[src/rtl/aes_round_ctrl_if.sv]
// Signal bundle between the AES round controller and its environment:
// round-counter strobes/feedback, datapath and key-expander controls, and
// the result valid/ready handshake.
interface aes_round_ctrl_if;
  localparam int unsigned RW = 5;

  // Request side
  logic          start;
  logic [1:0]    mode;
  logic          enc;
  logic          key_new;

  // Round counter
  logic [RW-1:0] round_in;
  logic          round_last_in;
  logic          init;
  logic          set;
  logic          enable;
  logic          done;

  // Datapath / key expander
  logic          busy;
  logic          dp_load;
  logic          key_step;
  logic          final_round;
  logic [RW-1:0] key_idx;

  // Result handshake and status
  logic          out_valid;
  logic          out_ready;
  logic          err;

  // Controller side
  modport master (
    input  start, mode, enc, key_new, round_in, round_last_in, out_ready,
    output init, set, enable, done, busy, dp_load, key_step, final_round,
           key_idx, out_valid, err
  );

  // Environment side (counter, datapath, requester, consumer)
  modport slave (
    output start, mode, enc, key_new, round_in, round_last_in, out_ready,
    input  init, set, enable, done, busy, dp_load, key_step, final_round,
           key_idx, out_valid, err
  );
endinterface

[src/rtl/aes_round_ctrl.sv]
// AES round-sequencing controller. Steps the external round counter,
// drives datapath/key-expander controls and presents the finished block on
// a valid/ready handshake. Decryption first runs a forward key-expansion
// pass unless the cached schedule is still valid for the requested mode.
module aes_round_ctrl (
  input logic              clk,
  input logic              rst_n,
  aes_round_ctrl_if.master bus
);
  localparam int unsigned RW = 5;

  localparam logic [2:0] S_IDLE  = 3'd0;
  localparam logic [2:0] S_KEXP  = 3'd1;
  localparam logic [2:0] S_KCLR  = 3'd2;
  localparam logic [2:0] S_LOAD  = 3'd3;
  localparam logic [2:0] S_ROUND = 3'd4;
  localparam logic [2:0] S_OUT   = 3'd5;

  logic [2:0]    state;
  logic [2:0]    state_nx;

  logic [1:0]    mode_q;
  logic          enc_q;
  logic [RW-1:0] nr_q;
  logic [RW-1:0] nr_in;
  logic          dkey_ok;
  logic [1:0]    dkey_mode;
  logic          out_first;
  logic          err_q;

  logic          accept;
  logic          cache_hit;

  logic          init_c;
  logic          set_c;
  logic          enable_c;
  logic          done_c;
  logic          dp_load_c;
  logic          key_step_c;
  logic          final_round_c;
  logic          out_valid_c;
  logic [RW-1:0] key_idx_c;
  logic          err_set_c;

  assign accept    = (state == S_IDLE) && bus.start;
  // A key_new in the same cycle as start already counts as invalidating.
  assign cache_hit = dkey_ok && !bus.key_new && (dkey_mode == bus.mode);

  // Round count for the requested key size
  always_comb begin
    nr_in = RW'(10);
    case (bus.mode)
      2'd2:    nr_in = RW'(12);
      2'd3:    nr_in = RW'(14);
      default: nr_in = RW'(10);
    endcase
  end

  // State register
  always_ff @(posedge clk or negedge rst_n) begin
    if (!rst_n) state <= S_IDLE;
    else        state <= state_nx;
  end

  // Next-state and strobe decode from state and counter feedback
  always_comb begin
    state_nx      = state;
    init_c        = 1'b0;
    set_c         = 1'b0;
    enable_c      = 1'b0;
    done_c        = 1'b0;
    dp_load_c     = 1'b0;
    key_step_c    = 1'b0;
    final_round_c = 1'b0;
    out_valid_c   = 1'b0;
    key_idx_c     = '0;
    err_set_c     = 1'b0;
    case (state)
      S_IDLE: begin
        if (bus.start) begin
          if (bus.enc || cache_hit) state_nx = S_LOAD;
          else                      state_nx = S_KEXP;
        end
      end
      S_KEXP: begin
        set_c      = 1'b1;
        key_step_c = 1'b1;
        if (bus.round_in == RW'(nr_q - RW'(1))) state_nx = S_KCLR;
      end
      S_KCLR: begin
        done_c   = 1'b1;
        state_nx = S_LOAD;
      end
      S_LOAD: begin
        init_c    = 1'b1;
        dp_load_c = 1'b1;
        key_idx_c = enc_q ? '0 : nr_q;
        if (bus.round_in != '0) err_set_c = 1'b1;
        state_nx  = S_ROUND;
      end
      S_ROUND: begin
        key_idx_c = enc_q ? bus.round_in : RW'(nr_q - bus.round_in);
        if (bus.round_in < nr_q) begin
          enable_c = 1'b1;
        end else begin
          final_round_c = 1'b1;
          state_nx      = S_OUT;
        end
      end
      S_OUT: begin
        out_valid_c = 1'b1;
        if (out_first && !bus.round_last_in) err_set_c = 1'b1;
        if (bus.out_ready) begin
          done_c   = 1'b1;
          state_nx = S_IDLE;
        end
      end
      default: state_nx = S_IDLE;
    endcase
  end

  // Operation parameters captured when a request is accepted
  always_ff @(posedge clk or negedge rst_n) begin
    if (!rst_n) begin
      mode_q <= '0;
      enc_q  <= 1'b0;
      nr_q   <= '0;
    end else if (accept) begin
      mode_q <= bus.mode;
      enc_q  <= bus.enc;
      nr_q   <= nr_in;
    end
  end

  // Decrypt schedule cache; a new key always wins over a completing expansion
  always_ff @(posedge clk or negedge rst_n) begin
    if (!rst_n) begin
      dkey_ok   <= 1'b0;
      dkey_mode <= '0;
    end else if (bus.key_new) begin
      dkey_ok   <= 1'b0;
    end else if (state == S_KCLR) begin
      dkey_ok   <= 1'b1;
      dkey_mode <= mode_q;
    end
  end

  // Marks the first cycle spent in OUT
  always_ff @(posedge clk or negedge rst_n) begin
    if (!rst_n) out_first <= 1'b0;
    else        out_first <= (state_nx == S_OUT) && (state != S_OUT);
  end

  // Sticky protocol error
  always_ff @(posedge clk or negedge rst_n) begin
    if (!rst_n)         err_q <= 1'b0;
    else if (err_set_c) err_q <= 1'b1;
  end

  assign bus.init        = init_c;
  assign bus.set         = set_c;
  assign bus.enable      = enable_c;
  assign bus.done        = done_c;
  assign bus.busy        = (state != S_IDLE);
  assign bus.dp_load     = dp_load_c;
  assign bus.key_step    = key_step_c;
  assign bus.final_round = final_round_c;
  assign bus.key_idx     = key_idx_c;
  assign bus.out_valid   = out_valid_c;
  assign bus.err         = err_q;
endmodule

[src/flat_wrapper.sv]
// flat-port wrapper written by rule: the top's interface ports become plain ports
module aes_round_ctrl_flat 
  (clk, rst_n, bus_start, bus_mode, bus_enc, bus_key_new, bus_round_in, bus_round_last_in, bus_out_ready, bus_init, bus_set, bus_enable, bus_done, bus_busy, bus_dp_load, bus_key_step, bus_final_round, bus_key_idx, bus_out_valid, bus_err);
  aes_round_ctrl_if bus_i ();
  input logic clk;
  input logic rst_n;
  input wire logic [$bits(bus_i.start)-1:0] bus_start;
  input wire logic [$bits(bus_i.mode)-1:0] bus_mode;
  input wire logic [$bits(bus_i.enc)-1:0] bus_enc;
  input wire logic [$bits(bus_i.key_new)-1:0] bus_key_new;
  input wire logic [$bits(bus_i.round_in)-1:0] bus_round_in;
  input wire logic [$bits(bus_i.round_last_in)-1:0] bus_round_last_in;
  input wire logic [$bits(bus_i.out_ready)-1:0] bus_out_ready;
  output wire logic [$bits(bus_i.init)-1:0] bus_init;
  output wire logic [$bits(bus_i.set)-1:0] bus_set;
  output wire logic [$bits(bus_i.enable)-1:0] bus_enable;
  output wire logic [$bits(bus_i.done)-1:0] bus_done;
  output wire logic [$bits(bus_i.busy)-1:0] bus_busy;
  output wire logic [$bits(bus_i.dp_load)-1:0] bus_dp_load;
  output wire logic [$bits(bus_i.key_step)-1:0] bus_key_step;
  output wire logic [$bits(bus_i.final_round)-1:0] bus_final_round;
  output wire logic [$bits(bus_i.key_idx)-1:0] bus_key_idx;
  output wire logic [$bits(bus_i.out_valid)-1:0] bus_out_valid;
  output wire logic [$bits(bus_i.err)-1:0] bus_err;
  assign bus_i.start = bus_start;
  assign bus_i.mode = bus_mode;
  assign bus_i.enc = bus_enc;
  assign bus_i.key_new = bus_key_new;
  assign bus_i.round_in = bus_round_in;
  assign bus_i.round_last_in = bus_round_last_in;
  assign bus_i.out_ready = bus_out_ready;
  assign bus_init = bus_i.init;
  assign bus_set = bus_i.set;
  assign bus_enable = bus_i.enable;
  assign bus_done = bus_i.done;
  assign bus_busy = bus_i.busy;
  assign bus_dp_load = bus_i.dp_load;
  assign bus_key_step = bus_i.key_step;
  assign bus_final_round = bus_i.final_round;
  assign bus_key_idx = bus_i.key_idx;
  assign bus_out_valid = bus_i.out_valid;
  assign bus_err = bus_i.err;
  aes_round_ctrl u_core (.clk(clk), .rst_n(rst_n), .bus(bus_i));
endmodule
[config.mk]
export PLATFORM = sky130hd
export DESIGN_NAME = aes_round_ctrl_flat
export DESIGN_NICKNAME = d
export VERILOG_FILES = /design/src/rtl/aes_round_ctrl_if.sv /design/src/rtl/aes_round_ctrl.sv /design/src/flat_wrapper.sv
export SDC_FILE = /design/constraint.sdc
export NUM_CORES = 1
export LEC_CHECK = 0
export ABC_AREA = 1
export BUFFER_PORTS_ARGS = -buffer_cell sky130_fd_sc_hd__buf_2
export CAP_MARGIN = 20
export CELL_PAD_IN_SITES_DETAIL_PLACEMENT = 1
export CELL_PAD_IN_SITES_GLOBAL_PLACEMENT = 1
export CORE_MARGIN = 2
export CORE_UTILIZATION = 39
export DETAILED_ROUTE_END_ITERATION = 10
export GPL_ROUTABILITY_DRIVEN = 0
export PLACE_DENSITY = 0.94
export SYNTH_ARGS = -nofsm -noshare
export SYNTH_HDL_FRONTEND = slang
export SYNTH_SLANG_ARGS = --single-unit
[constraint.sdc]
create_clock -name clk -period 2.55 [get_ports clk]
set_input_delay 0.255 -clock clk [delete_from_list [all_inputs] [get_ports clk]]
set_output_delay 0.255 -clock clk [all_outputs]
set_load 0.01 [all_outputs]
==> results.ini <==
[outcome]
outcome = completed

[timing]
fin_ws_ns = 0.477
setup_viol = 0
maxSlewHeadroom_pct = 72.1
fin_tns_setup_ns = 0
finalClockSkew_ns = 0.00167
hold_viol = 0
worst_pin_slew_ns = 0.419
drv_slew = 0
period_share_pct = 81.3
timing.fmax_ghz = 0.482
fin_crit_ns = 2.07
rsz0062_at_grt = false

[finish]
final_common_cell = nand2_1
finalNetCount = 207
ff_latch_area_um2 = 350
multi_input_area_um2 = 596
final_core_util_pct = 47.4
mostFrequentLayoutCells = nand2_1 (41), buf_2 (28), inv_1 (27), nor2_1 (14), dfrtp_1 (14)
drive_gt1_share_pct = 23.4
nFillCells = 378
n_antenna_cell = 0
syn_to_final_growth_pct = 18.2
layout.cells.non_filler = 215

[floorplanning]
start_util_pct = 40.1
fp.dieArea_mm2 = 0.00320
rows = 19
core-area_mm2 = 0.00269
ios = 29
fp.dieH_um = 56.6
die_w_um = 56.6

[setup_path]
path_cells = ha_1 -> inv_1 -> nor2_1 -> nand3_1 -> nand3_1 -> nand2_1 -> nand2_1 -> inv_1 -> buf_2
crit_family = simple AND/OR/NAND/NOR gates
critPathMaxFanout = 6
crit_required_ns = 2.30
crit_arrival_ns = 1.82
end_kind = output pin
worst-path-buf-inv = 3
slowest_stage = dfrtp_1
start_kind = flip-flop
worstSetupPathType = reg2out
path_depth = 9
ff2ff_path_depth = 8
max_stage_delay_ns = 0.44

[logic_synthesis]
synth_nets = 175
synth_area_leaders = dfrtp_1 (33%), nand2_1 (14%), inv_1 (9.4%)
yosys.area.top_type = dfrtp_1
yosys.cell_types.count = 25
syn_area_mm2 = 0.00108
seq_area_frac_synth_pct = 32.5
synth_top_area_share_pct = 32.5
synth_area_per_cell_um2 = 7.00
synth_cells = 154
synth.yosys.warnings = 0
synth-seq-cells = 14

[global_routing]
grt_overflow = 0
gr-usage-all-layers_pct = 20.3
grt_max_degree = 15
antenna_found_initial = 0
grt_pass1_vias = 1169
grt_pass1_wl_um = 5210

[clock_tree]
htreeDepth = 1
cts.path.max_buffers = 2
clock_sinks = 14
clkLatencyLatePin_ns = 0.27
tritoncts = built
clock-root-buffer = clkbuf_4
clk_pin_slew_ns = 0.08
cts_buffers = 3
post-cts-setup-buffers = 0

[drt]
postRouteAntennaNets = 0
dr_total_vias = 1093
vias_per_cell = 5.08
routed_wl_um = 2940
wl_per_cell_um = 13.7
drcViolationCount = 0
drt_iter0_drc = 19
drt_pass1_iterations = 4

[place]
post-place-ws_ns = 0.731
dp_cells = 211
io_buffers = 28
place_hpwl_um = 2500

[pwr]
ir_worst_vdd_v = 0.000427
cellPowerDensity_mw_per_mm2 = 920
leakagePower_nw = 0.742

[run]
drv_cap = 0

[min_path]
hp-class = in2reg
hold_depth = 2

-- state kept, by name, summed over array words and instances (netlist names) --
name / flops
u_core.bus.err: 1
u_core.state: 3
u_core.dkey_mode: 2
u_core.nr_q: 3
u_core.enc_q: 1
u_core.mode_q: 2
u_core.dkey_ok: 1
u_core.out_first: 1
-- metal layers --
layer / track usage [%] / share of wire [%] / vias to the layer above
li1: - / - / 548
met1: 24.9 / 43 / 525
met2: 37.2 / 53 / 18
met3: 3.46 / 2.9 / 2
met4: 4.08 / 0.48 / 0
met5: 0 / 0 / -
-- final timing paths --
path                           startpoint               to  slack [ns]
hold reg to reg            u_core.bus.err   u_core.bus.err        0.48
max in group asynchronous           rst_n  u_core.state[0]        1.89
min in group asynchronous           rst_n   u_core.dkey_ok        0.41
setup / recovery           u_core.nr_q[3]  bus_final_round        0.48
hold / removal                bus_key_new   u_core.dkey_ok        0.18
setup reg to reg           u_core.nr_q[1]  u_core.state[0]        0.92
-- cells by family (layout without fill, tap and decap cells) --
logic type                 Yosys count  after routing  share of synthesized area [%]
adders and majority gates            7              7                           8.83
DFF                                 14             14                           32.5
AOI/OAI and AO/OA                   22             22                           11.3
xor gates and xnor gates             1              1                          0.813
buffers and inverters               33             63                           12.2
and+or+nand+nor                     77             77                           34.4
-- report_power, final --
group / total (mW) / internal [mW] / leakage, nW / switching (mW)
Combinational: 0.663 / 0.245 / 0.559 / 0.418
Clock: 0.121 / 0.0546 / 0.0138 / 0.0666
Sequential: 0.388 / 0.305 / 0.170 / 0.0827
Total: 1.17 / 0.605 / 0.742 / 0.567
-- through the flow --
stage	hold slack [ns]	area [um^2]	power (mW)
6_report	0.182	1270	1.17
5_1_grt	0.194	1270	1.29
4_1_cts	0.175	1270	1.19
3_5_place_dp	0.177	1240	1.06
3_3_place_gp	0.165	1240	1.01
2_1_floorplan	-0.0406	1080	0.853
-- timing repair --
item | CTS | global route
gates resized for setup | 0 | 0
hold endpoints to repair | 14 | 0
hold buffers | 1 | 0
-- layout make-up --
cell class	count	share of cell area (%)
Clock buffer	3	1.77
Inverter	31	9.14
Multi-Input combinational cell	107	46.8
Sequential cell	14	27.5
Tap cell	31	3.05
Timing Repair Buffer	29	11.8
-- synthesized netlist by cell type --
cell type,number
nand2_1,41
nand3_1,13
fa_1,1
o21bai_1,1
a22oi_1,1
inv_2,4
inv_1,27
or2_2,1
nand3_2,1
o22ai_1,2
ha_1,6
buf_4,2
o21ai_0,3
nor3_4,2
nor2_2,1
nand3_4,1
a31oi_1,1
xnor2_1,1
nor3_2,2
o21ai_1,10
dfrtp_1,14
a21o_1,1
a21oi_1,3
nand4_1,1
nor2_1,14
Note: power is estimated with default switching activity, not from simulation.
